<file path="config.mk">
export PLATFORM = sky130hd
export DESIGN_NAME = sram_arbiter
export DESIGN_NICKNAME = d
export VERILOG_FILES = /design/src/rtl/sram_arbiter.sv
export SDC_FILE = /design/constraint.sdc
export NUM_CORES = 1
export LEC_CHECK = 0
export CORE_ASPECT_RATIO = 1.25
export CORE_MARGIN = 5
export CORE_UTILIZATION = 54
export CTS_CLUSTER_DIAMETER = 30
export DETAILED_ROUTE_END_ITERATION = 8
export DONT_BUFFER_PORTS = 1
export PLACE_DENSITY = 0.7
export SYNTH_ARGS = -nofsm -noshare
export SYNTH_HDL_FRONTEND = slang
export SYNTH_SLANG_ARGS = --single-unit
</file>
<file path="constraint.sdc">
create_clock -name clk -period 3.1 [get_ports clk]
set_input_delay 0.465 -clock clk [delete_from_list [all_inputs] [get_ports clk]]
set_output_delay 0.465 -clock clk [all_outputs]
set_load 0.02 [all_outputs]
</file>
<file path="src/rtl/sram_arbiter.sv">
// Two-port round-robin arbiter in front of a single spi_sram controller.
// Write bursts are streamed into the controller FIFO before the command is
// issued; read bursts are drained from the controller FIFO after it reports
// done. All outputs are registered and only one command is ever outstanding.
module sram_arbiter #(
    parameter int unsigned MAX_LEN = 16
) (
    input  logic        clk,
    input  logic        rst,
    input  logic [1:0]  req,
    input  logic [1:0]  req_write,
    input  logic [47:0] req_addr,
    input  logic [11:0] req_len,
    input  logic [15:0] wdata,
    input  logic [1:0]  wdata_valid,
    output logic [1:0]  wdata_ready,
    output logic [7:0]  rdata,
    output logic [1:0]  rdata_valid,
    output logic [1:0]  req_done,
    output logic [1:0]  req_err,
    input  logic        sram_done,
    output logic [7:0]  sram_data_in,
    output logic        sram_data_in_valid,
    input  logic [7:0]  sram_data_out,
    output logic        sram_data_out_read,
    input  logic        sram_data_out_empty,
    output logic        sram_write_cmd,
    output logic        sram_read_cmd,
    output logic [5:0]  sram_read_cmd_size,
    output logic [23:0] sram_address
);

    localparam logic [5:0] MaxLen = 6'(MAX_LEN);

    typedef enum logic [3:0] {
        StInit,
        StIdle,
        StLoad,
        StFlush,
        StIssue,
        StSettle,
        StWait,
        StDrain,
        StDone
    } state_e;

    state_e      state_q;
    logic        last_grant_q;
    logic        gnt_q;
    logic        write_q;
    logic [5:0]  len_q;
    logic [5:0]  cnt_q;   // bytes accepted in LOAD, pops issued in DRAIN
    logic [5:0]  rcnt_q;  // read bytes returned to the owner
    logic        pop_q;   // a pop was issued last cycle, data is valid now

    logic        gnt_next;
    logic [1:0]  next_oh;
    logic [1:0]  gnt_oh;
    logic        cand_write;
    logic [5:0]  cand_len;
    logic [23:0] cand_addr;
    logic        cand_bad;
    logic [7:0]  wbyte;
    logic        accept;

    // Arbitration choice and per-owner input selection
    always_comb begin
        gnt_next = 1'b0;
        if (req == 2'b11) begin
            gnt_next = ~last_grant_q;
        end else if (req[1]) begin
            gnt_next = 1'b1;
        end
        next_oh    = gnt_next ? 2'b10 : 2'b01;
        cand_write = req_write[gnt_next];
        cand_len   = gnt_next ? req_len[11:6] : req_len[5:0];
        cand_addr  = gnt_next ? req_addr[47:24] : req_addr[23:0];
        cand_bad   = (cand_len == 6'd0) || (cand_len > MaxLen);
        gnt_oh     = gnt_q ? 2'b10 : 2'b01;
        wbyte      = gnt_q ? wdata[15:8] : wdata[7:0];
        accept     = |(wdata_valid & wdata_ready & gnt_oh);
    end

    // Control FSM with registered outputs
    always_ff @(posedge clk) begin
        if (rst) begin
            state_q            <= StInit;
            last_grant_q       <= 1'b1;
            gnt_q              <= 1'b0;
            write_q            <= 1'b0;
            len_q              <= '0;
            cnt_q              <= '0;
            rcnt_q             <= '0;
            pop_q              <= 1'b0;
            wdata_ready        <= '0;
            rdata              <= '0;
            rdata_valid        <= '0;
            req_done           <= '0;
            req_err            <= '0;
            sram_data_in       <= '0;
            sram_data_in_valid <= 1'b0;
            sram_data_out_read <= 1'b0;
            sram_write_cmd     <= 1'b0;
            sram_read_cmd      <= 1'b0;
            sram_read_cmd_size <= '0;
            sram_address       <= '0;
        end else begin
            // Strobes default low; states that need them re-assert each cycle
            wdata_ready        <= '0;
            rdata_valid        <= '0;
            req_done           <= '0;
            req_err            <= '0;
            sram_data_in_valid <= 1'b0;
            sram_data_out_read <= 1'b0;
            sram_write_cmd     <= 1'b0;
            sram_read_cmd      <= 1'b0;
            pop_q              <= sram_data_out_read;

            unique case (state_q)
                StInit: begin
                    // Controller signals done once its own init sequence ends
                    if (sram_done) begin
                        state_q <= StIdle;
                    end
                end

                StIdle: begin
                    if (|req) begin
                        gnt_q        <= gnt_next;
                        last_grant_q <= gnt_next;
                        write_q      <= cand_write;
                        len_q        <= cand_len;
                        cnt_q        <= '0;
                        rcnt_q       <= '0;
                        if (cand_bad) begin
                            state_q  <= StDone;
                            req_done <= next_oh;
                            req_err  <= next_oh;
                        end else begin
                            sram_address <= cand_addr;
                            if (cand_write) begin
                                state_q     <= StLoad;
                                wdata_ready <= next_oh;
                            end else begin
                                state_q            <= StIssue;
                                sram_read_cmd      <= 1'b1;
                                sram_read_cmd_size <= cand_len;
                            end
                        end
                    end
                end

                StLoad: begin
                    if (accept) begin
                        sram_data_in       <= wbyte;
                        sram_data_in_valid <= 1'b1;
                        cnt_q              <= cnt_q + 6'd1;
                        if (cnt_q + 6'd1 == len_q) begin
                            state_q <= StFlush;
                        end else begin
                            wdata_ready <= gnt_oh;
                        end
                    end else begin
                        wdata_ready <= gnt_oh;
                    end
                end

                StFlush: begin
                    // Last push is visible this cycle; command follows it
                    state_q        <= StIssue;
                    sram_write_cmd <= 1'b1;
                end

                StIssue: begin
                    state_q <= StSettle;
                end

                StSettle: begin
                    // sram_done may still be high from before the command
                    state_q <= StWait;
                end

                StWait: begin
                    if (sram_done) begin
                        if (write_q) begin
                            state_q  <= StDone;
                            req_done <= gnt_oh;
                        end else begin
                            state_q <= StDrain;
                            cnt_q   <= '0;
                            rcnt_q  <= '0;
                        end
                    end
                end

                StDrain: begin
                    if (!sram_data_out_empty && (cnt_q < len_q)) begin
                        sram_data_out_read <= 1'b1;
                        cnt_q              <= cnt_q + 6'd1;
                    end
                    if (pop_q) begin
                        rdata       <= sram_data_out;
                        rdata_valid <= gnt_oh;
                        rcnt_q      <= rcnt_q + 6'd1;
                        if (rcnt_q + 6'd1 == len_q) begin
                            req_done <= gnt_oh;
                            state_q  <= StDone;
                        end
                    end
                end

                StDone: begin
                    // req_done is visible this cycle; owner drops req by IDLE
                    state_q <= StIdle;
                end

                default: begin
                    state_q <= StInit;
                end
            endcase
        end
    end

endmodule

</file>
==> results.toml <==
[status]
status = "completed"

[worst_setup_path]
path_max_fanout = 7
cp_slowest_cell = "nor3_1"
cp.arrival_ns = 2.72
r2r_slack_ns = 0.62
start_kind = "flip-flop"
rr_endpoint = "cnt_q[2]"
rr_startpoint = "len_q[1]"
cp_slowest_stage_delay_ns = 0.57
cp-end-kind = "flip-flop"
cp_cell_sequence = "inv_1 > ha_1 > nor2b_1 > o31ai_1 > a211oi_1 > nor3_1 > o21ai_0 > a32o_1"
reg2reg_depth = 8
crit_type = "flip-flop to flip-flop"
crit_required_ns = 3.34

[synth]
yosys_most_used_dff = "dfxtp_1"
yosys-top-cells-area = "dfxtp_1, mux2i_1, a211oi_1"
ys_types = 61
synthCells = 472
synth_seq_area_share_pct = 40.1
synth_top_area_share_pct = 40.1
async_flop_share_pct = 0
synth_fp_nets = 574
synth_edf_count = 0
yosys.area.top_type = "dfxtp_1"
yosysMostFrequentCell = "dfxtp_1"
syn_area_per_cell_um2 = 8.89
ys_seq_elements = 84
yosys_warnings = 0
syn_area_um2 = 4190
synth_common_cells = "dfxtp_1, nor2_1, a211oi_1, mux2i_1, nand2_1"

[clock_tree]
clk_pin_slew_ns = 0.09
htree_levels = 3
cts_buffers = 9
cts_resized = 0
cts_setup_buffers = 0
clk_latency_ns = 0.36
ctsHoldBuffers = 0
clock_sinks = 84
cts_tree = "yes"
clk_path_buf_depth = 2
clock-root-buffer = "clkbuf_8"

[die]
core_um2 = 7700
start_util_pct = 54.5
die_area_um2 = 9640
die_y_um = 109
io_pins = 152
die_x_um = 88.8
rows = 36

[global_routing]
grt_use_total_pct = 21.5
grt_pass1_wl_um = 16100
grt_start_max_net_pins = 82
antenna_found_initial = 0
overflow = 0
grt_pass1_vias = 3205

[hold_path]
hold_depth = 1
min_to = "rdata_valid[0]"
min_from = "rst"
hp-class = "primary input to flip-flop"

[routing]
dr.pass1.iters = 4
vias_per_cell = 6.11
drtAntennaViolNets = 0
wl_per_cell_um = 18.4
drt_iter0_drc = 245
vias = 3403
drc = 0
wl_um = 10300

[cells_and_area]
drive_gt1_share_pct = 8.23
syn_to_final_growth_pct = 5.01
ff_latch_area_um2 = 1680
fill_cells = 707
design_area_um2 = 4400
multi_input_area_um2 = 2330
n_antenna_cell = 0
fin_nets = 559
fin_util_pct = 57.2

[place]
dp_slack_ns = 0.657
dpl.hpwl_um = 7800
io_buffers = 0
dpl-instance-area_um2 = 4210
place_congestion = 0.954

[sta]
skew_ns = 0.0124
rsz0062_at_grt = "false"
finalSetupTns_ns = 0
maxSlewViolCount = 0
slew_headroom_pct = 55.6
setup_viol = 0
tightest_slew_ns = 0.660
worst_slack_ns = 0.622
fin_crit_sh_pct = 79.9
hold_violations = 0
fin_crit_ns = 2.48
max_freq_mhz = 404

[run]
drv_cap = 0

[pwr]
powerDensity_nw_per_um2 = 617
p_total_w = 0.00272
worst_ir_drop_vdd_v = 0.000397
p_leak_nw = 1.52
-- metal layers --
metal  part of all wire [%]  up-vias  global-route usage, %
met1                     39     1546                   25.6
met4                    1.8        0                   7.67
met2                     50      152                   36.2
met3                    9.1       15                   6.40
met5                      0        -                      0
li1                       -     1690                      -
-- critical path, delay by kind of cell, from the launching register on --
kind                     cells  cell delay (ns)
flip-flops                   1             0.41
AND/OR/NAND/NOR              2             0.70
AO/OA/AOI/OAI                4             0.92
buffers and inverters        1             0.07
adder cells (fa/ha/maj)      1             0.28
-- layout by cell type, fill, tap and decap left out, drive strengths merged, types with 10 or more instances in the layout --
cell / instances
a21oi: 25
inv: 13
dfxtp: 84
nand2: 33
o21ai: 12
nor2: 63
nor3: 10
clkbuf: 10
mux2i: 39
a211oi: 48
-- registers in the layout (all words and copies together) (netlist names), 4 cells and up --
register	cells
sram_address	24
rdata	8
sram_data_in	8
cnt_q	6
len_q	6
rcnt_q	6
sram_read_cmd_size	6
state_q	4
-- stage by stage --
stage,cells,hold slack [ns]
2_1_floorplan,472,0.433
3_3_place_gp,541,0.473
3_5_place_dp,541,0.488
4_1_cts,557,0.163
5_1_grt,557,0.146
6_report,557,0.183
-- area by class of cell --
class	count	area share, %
Timing Repair Buffer	5	0.852
Inverter	10	0.852
Clock inverter	6	1.62
Clock buffer	10	2.90
Multi-Input combinational cell	347	52.9
Tap cell	95	2.70
Sequential cell	84	38.2
-- worst max-delay path by stage --
stage / start / end / slack [ns] / depth (start not counted)
2_1_floorplan: len_q[4] / cnt_q[5] / 0.92 / 8
3_3_place_gp: len_q[1] / cnt_q[2] / 0.68 / 8
3_5_place_dp: len_q[1] / cnt_q[2] / 0.66 / 8
4_1_cts: len_q[1] / cnt_q[2] / 0.64 / 8
5_1_grt: len_q[4] / cnt_q[2] / 0.37 / 8
6_report: len_q[1] / cnt_q[2] / 0.62 / 8
-- logic make-up after synthesis --
family / share of synthesized area, %
AO/OA/AOI/OAI: 18.5
adder cells (fa/ha/maj): 2.39
AND/OR/NAND/NOR: 20.6
buffers and inverters: 4.62
multiplexers: 10.9
flip-flops: 40.1
XOR/XNOR: 2.92
-- where the power goes --
group	leakage (nW)	internal, W	total (W)	switching (W)
Combinational	0.743	0.000264	0.000583	0.000319
Sequential	0.680	0.00117	0.00134	0.000172
Clock	0.0939	0.000381	0.000796	0.000415
Note: power is estimated with default switching activity, not from simulation.
